===== src/rtl/sim_pkg.sv =====
// Shared types and constants for the cloth/rope step sequencer and node array.
package sim_pkg;

   localparam int unsigned COORD_W       = 32;
   localparam int unsigned ANCHOR_X_INIT = 200;
   localparam int unsigned ANCHOR_Y_INIT = 10;

   typedef enum logic [1:0] {
      IDLE,
      VERLET,
      CONSTRAIN,
      DONE
   } sim_state_e;

endpackage


===== src/rtl/phase_counter.sv =====
// Loadable down-counter with zero flag and hold; times both step phases.
module phase_counter #(
   parameter int unsigned CNT_W = 3
) (
   input  logic             clk,
   input  logic             reset,
   input  logic             load,
   input  logic [CNT_W-1:0] load_val,
   input  logic             en,
   input  logic             hold,
   output logic             zero_c
);

   logic [CNT_W-1:0] count;

   // Load takes priority; counting saturates at zero.
   always_ff @(posedge clk) begin
      if (reset) begin
         count <= '0;
      end else if (load) begin
         count <= load_val;
      end else if (en && !hold && (count != '0)) begin
         count <= count - CNT_W'(1);
      end
   end

   assign zero_c = (count == '0);

endmodule


===== src/rtl/sim_step_sequencer.sv =====
// Per-step phase sequencer (Verlet, then constraint relaxation, then done) with pin anchor register.
// Optional SIM_PAUSE_EN adds a pause input that stalls the active phases.
module sim_step_sequencer #(
   parameter int unsigned COORD_W          = sim_pkg::COORD_W,
   parameter int unsigned ANCHOR_X_INIT    = sim_pkg::ANCHOR_X_INIT,
   parameter int unsigned ANCHOR_Y_INIT    = sim_pkg::ANCHOR_Y_INIT,
   parameter int unsigned VERLET_CYCLES    = 1,
   parameter int unsigned CONSTRAINT_ITERS = 4,
   parameter int unsigned FRAME_W          = 16
) (
   input  logic               clk,
   input  logic               reset,
   input  logic               start,
`ifdef SIM_PAUSE_EN
   input  logic               pause,
`endif
   input  logic               anchor_we,
   input  logic [COORD_W-1:0] anchor_x,
   input  logic [COORD_W-1:0] anchor_y,
   output logic               verlet_state,
   output logic               fix_constraint_state,
   output logic [COORD_W-1:0] fix_x,
   output logic [COORD_W-1:0] fix_y,
   output logic               busy,
   output logic               done,
   output logic [FRAME_W-1:0] frame_cnt
);

   import sim_pkg::*;

   localparam int unsigned CNT_MAX = (VERLET_CYCLES > CONSTRAINT_ITERS) ? VERLET_CYCLES
                                                                         : CONSTRAINT_ITERS;
   localparam int unsigned CNT_W   = $clog2(CNT_MAX + 1);

   sim_state_e       state;
   logic             verlet_q;
   logic             constrain_q;
   logic             stall_c;
   logic             active_c;
   logic             cnt_load_c;
   logic             cnt_zero_c;
   logic [CNT_W-1:0] cnt_load_val_c;

   assign active_c = (state == VERLET) || (state == CONSTRAIN);

`ifdef SIM_PAUSE_EN
   // Pause only stalls the active phases; the done pulse is never stretched.
   assign stall_c = pause & active_c;
`else
   assign stall_c = 1'b0;
`endif

   // Nodes must idle in exactly the cycles pause is high, so the strobes are masked in-cycle.
   assign verlet_state         = verlet_q & ~stall_c;
   assign fix_constraint_state = constrain_q & ~stall_c;

   assign cnt_load_c     = ((state == IDLE) && start) ||
                           ((state == VERLET) && cnt_zero_c && !stall_c);
   assign cnt_load_val_c = (state == IDLE) ? CNT_W'(VERLET_CYCLES - 1)
                                           : CNT_W'(CONSTRAINT_ITERS - 1);

   phase_counter #(
      .CNT_W (CNT_W)
   ) u_phase_counter (
      .clk      (clk),
      .reset    (reset),
      .load     (cnt_load_c),
      .load_val (cnt_load_val_c),
      .en       (active_c),
      .hold     (stall_c),
      .zero_c   (cnt_zero_c)
   );

   // Step FSM; outputs are registered alongside the next state.
   always_ff @(posedge clk) begin
      if (reset) begin
         state       <= IDLE;
         verlet_q    <= 1'b0;
         constrain_q <= 1'b0;
         busy        <= 1'b0;
         done        <= 1'b0;
         frame_cnt   <= '0;
         fix_x       <= COORD_W'(ANCHOR_X_INIT);
         fix_y       <= COORD_W'(ANCHOR_Y_INIT);
      end else begin
         if (anchor_we && ((state == IDLE) || (state == DONE))) begin
            fix_x <= anchor_x;
            fix_y <= anchor_y;
         end
         case (state)
            IDLE: begin
               if (start) begin
                  state    <= VERLET;
                  verlet_q <= 1'b1;
                  busy     <= 1'b1;
               end
            end
            VERLET: begin
               if (!stall_c && cnt_zero_c) begin
                  state       <= CONSTRAIN;
                  verlet_q    <= 1'b0;
                  constrain_q <= 1'b1;
               end
            end
            CONSTRAIN: begin
               if (!stall_c && cnt_zero_c) begin
                  state       <= DONE;
                  constrain_q <= 1'b0;
                  done        <= 1'b1;
                  frame_cnt   <= frame_cnt + FRAME_W'(1);
               end
            end
            DONE: begin
               state <= IDLE;
               done  <= 1'b0;
               busy  <= 1'b0;
            end
            default: begin
               state       <= IDLE;
               verlet_q    <= 1'b0;
               constrain_q <= 1'b0;
               done        <= 1'b0;
               busy        <= 1'b0;
            end
         endcase
      end
   end

endmodule


===== config.mk =====
export PLATFORM = sky130hd
export DESIGN_NAME = sim_step_sequencer
export DESIGN_NICKNAME = d
export VERILOG_FILES = /design/src/rtl/sim_pkg.sv /design/src/rtl/phase_counter.sv /design/src/rtl/sim_step_sequencer.sv
export SDC_FILE = /design/constraint.sdc
export NUM_CORES = 1
export LEC_CHECK = 0
export CORE_MARGIN = 8
export CORE_UTILIZATION = 45
export DETAILED_ROUTE_END_ITERATION = 16
export MAX_ROUTING_LAYER = met4
export PLACE_DENSITY = 0.92
export SLEW_MARGIN = 20
export SYNTH_ARGS = -nofsm -noshare
export SYNTH_HDL_FRONTEND = slang
export SYNTH_SLANG_ARGS = --single-unit

===== constraint.sdc =====
create_clock -name clk -period 3.8 [get_ports clk]
set_clock_uncertainty 0.2 [all_clocks]
set_input_delay 1.14 -clock clk [delete_from_list [all_inputs] [get_ports clk]]
set_output_delay 1.14 -clock clk [all_outputs]
set_load 0.03 [all_outputs]

==> impl_metrics.yaml <==
floorplanning:
  die_area_mm2: 0.01070
  die_y_um: 103.5
  io_pins: 152
  core.rowCount: 32
  core_area_mm2: 0.007567
  die_w_um: 103.5
  start_util: 0.4549
critical_path:
  crit_fanout: 7
  arrival_ps: 1530
  reg2reg_from: "state[0]"
  cp_num_cells: 1
  r2r_slack_ps: 1320
  startpoint_type: "flip-flop"
  max_stage_delay_ps: 720
  r2r_cells: 6
  worst-setup-path-type: "reg -> out"
  end_kind: "primary output"
  r2r_end: "fix_x[20]"
  crit_chain: "clkdlybuf4s50_1"
  crit_path_start: "frame_cnt[3]"
  cp.required_ps: 2460
  critPathSlowestCell: "clkdlybuf4s50_1"
  path_buf_inv: 1
  crit_end: "frame_cnt[3]"
  cpLargestDelayFamily: "buffers and inverters"
detailed_routing:
  num_vias: 3342
  wl_um: 9814
  drt_iter0_drc: 95
  ant_nets: 0
  drt_first_pass_iters: 4
  avgRoutedWirePerCell_um: 14.63
  drc: 0
  routed_via_density: 4.981
logic_synthesis:
  synth_cell_type_count: 36
  yosysTopAreaCell: "dfxtp_1"
  synth_area_mm2: 0.003442
  ys_seq_elements: 89
  synthTopCellsByArea: "dfxtp_1 (52%), nand2_1 (15%), a21oi_1 (10%), ha_1 (3.6%), clkbuf_1 (2.3%)"
  synth_cells: 424
  yosysTopAreaCellShare: 0.5176
  synth_area_per_cell_um2: 8.118
  yosysSeqAreaShare: 0.5176
  syn_nets: 502
  synth_warnings: 0
sta:
  tns_ps: 0
  drv_slew: 0
  fin_crit_ps: 2869
  slew_headroom: 0.4904
  timing.fmax_mhz: 348.6
  rsz0062_at_grt: "false"
  setup_violations: 0
  finalHoldViolations: 0
  worstMarginPinSlew_ps: 764.4
  fin_crit_sh: 0.7549
power_and_ir_drop:
  p_leak_uw: 0.001957
  ir_worst_vdd_mv: 0.5575
  p_per_area_mw_per_mm2: 636.7
final_layout:
  area_growth_pct: 52.67
  antenna_cells: 0
  post-route-util: 0.6944
  nFillCells: 588
  drive_above_1_share: 0.04921
  seqCellArea_mm2: 0.001782
  multi_input_area_mm2: 0.001543
  final_nets: 642
placed_design:
  routabilityCongestion: 0.8084
  dp_hpwl_um: 7331
  io_buffers: 151
clock_tree:
  cts-resized-gates: 0
  clock_latency_ps: 350
  cts-root-buf: "clkbuf_8"
  path_clk_slew_ps: 90
  cts.sinks: 89
  clockBufferDepth: 2
  cts_hold_buf: 0
  post-cts-setup-buffers: 0
  cts_buffers: 9
  cts_tree: "done"
  cts_max_level: 3
grt:
  antenna_found_initial: 0
  grtUsageTotal: 0.1837
  grt-ovfl-total: 0
  grt_pass1_vias: 3288
  grt_first_pass_wirelength_um: 15030
  grt_max_degree: 65
outcome:
  status: "finished, final reports clean"
min_path:
  min_path_type: "reg -> reg"
run:
  maxCapViolCount: 0
[where the power goes]
part	internal [uW]	switching, uW
combinational	545	836
clock	391	339
sequential	1120	111
[cell usage after synthesis (all sizes together)]
library cell	number
and4	2
nor2b	3
nand4b	1
a211oi	6
nand2b	2
and4b	1
o21ai	6
nand2	139
a21oi	69
nand3b	1
nand3	10
nand4	5
xor2	6
ha	10
buf	5
a22oi	1
nor3	5
inv	7
or3	3
clkbuf	21
xnor2	5
or4	1
nor4	2
nor2	18
and3	2
dfxtp	89
o31ai	1
mux2i	2
and3b	1
[sequential cells by signal, indices dropped and copies added, names as in the netlist, 2 cells and up]
name and cells:
frame_cnt 16, state 2, fix_x 32, fix_y 32, u_phase_counter.count 3
[stage by stage]
stage	setup slack (ps)	power, uW	area (um^2)	hold WS [ps]	cells
after floorplan	1562	2071	3442	239.0	424
after global placement	873.9	2595	5027	241.3	655
after detailed placement	792.9	2644	5027	247.6	655
after CTS	917.9	3371	5255	259.6	671
after global routing	865.6	3536	5255	274.3	671
final	931.3	3346	5255	256.3	671
[cell type report]
type	instances	area share
Clock buffer	10	0.02619
Clock inverter	6	0.01714
Inverter	7	0.005000
Multi-Input combinational cell	302	0.2936
Sequential cell	89	0.3390
Tap cell	102	0.02429
Timing Repair Buffer	155	0.2948
[per-layer routing]
| layer | vias up | routed length, um | track usage |
|---|---|---|---|
| li1 | 1680 | - | - |
| met1 | 1537 | 4058 | 0.1995 |
| met2 | 114 | 4843 | 0.3151 |
| met3 | 11 | 793 | 0.05489 |
| met4 | 0 | 119 | 0.05784 |
| met5 | - | 0 | - |
[cells by family (layout without fill, tap and decap cells)]
kind of cell	Yosys count	in the layout	share of synthesized area
flops	89	89	0.5176
xor+xnor	11	11	0.02799
compound gates	83	83	0.1265
simple gates	196	196	0.2486
fa+ha+maj	10	10	0.03635
mux	2	2	0.005816
buf+inv	33	178	0.03708
[how the worst min path moves through the flow]
stage                                           to  depth (start not counted)                     start  slack, ps
after CTS                                fix_y[12]                          2                 fix_y[12]        260
after global placement                   fix_y[14]                          2                 fix_y[14]        240
after floorplan           u_phase_counter.count[0]                          1  u_phase_counter.count[0]        240
after detailed placement                 fix_y[27]                          2                 fix_y[27]        250
after global routing                     fix_y[24]                          2                 fix_y[24]        270
final                                    fix_y[27]                          2                 fix_y[27]        260
[cell usage in the layout, fill, tap and decap left out, types with 2 or more instances in the layout]
master and n:
or3_1 2, nand2_1 139, ha_1 10, nor3_1 5
nor2b_1 2, a211oi_1 6, mux2i_1 2, o21ai_0 5
nand4_1 4, nor2_1 18, clkbuf_8 10, nor4_1 2
dfxtp_1 89, xnor2_1 5, xor2_1 6, clkdlybuf4s50_1 150
bufinv_16 2, inv_1 7, buf_4 3, nand3_1 9
a21oi_1 69
No activity file was read; power rests on OpenSTA's default activity.
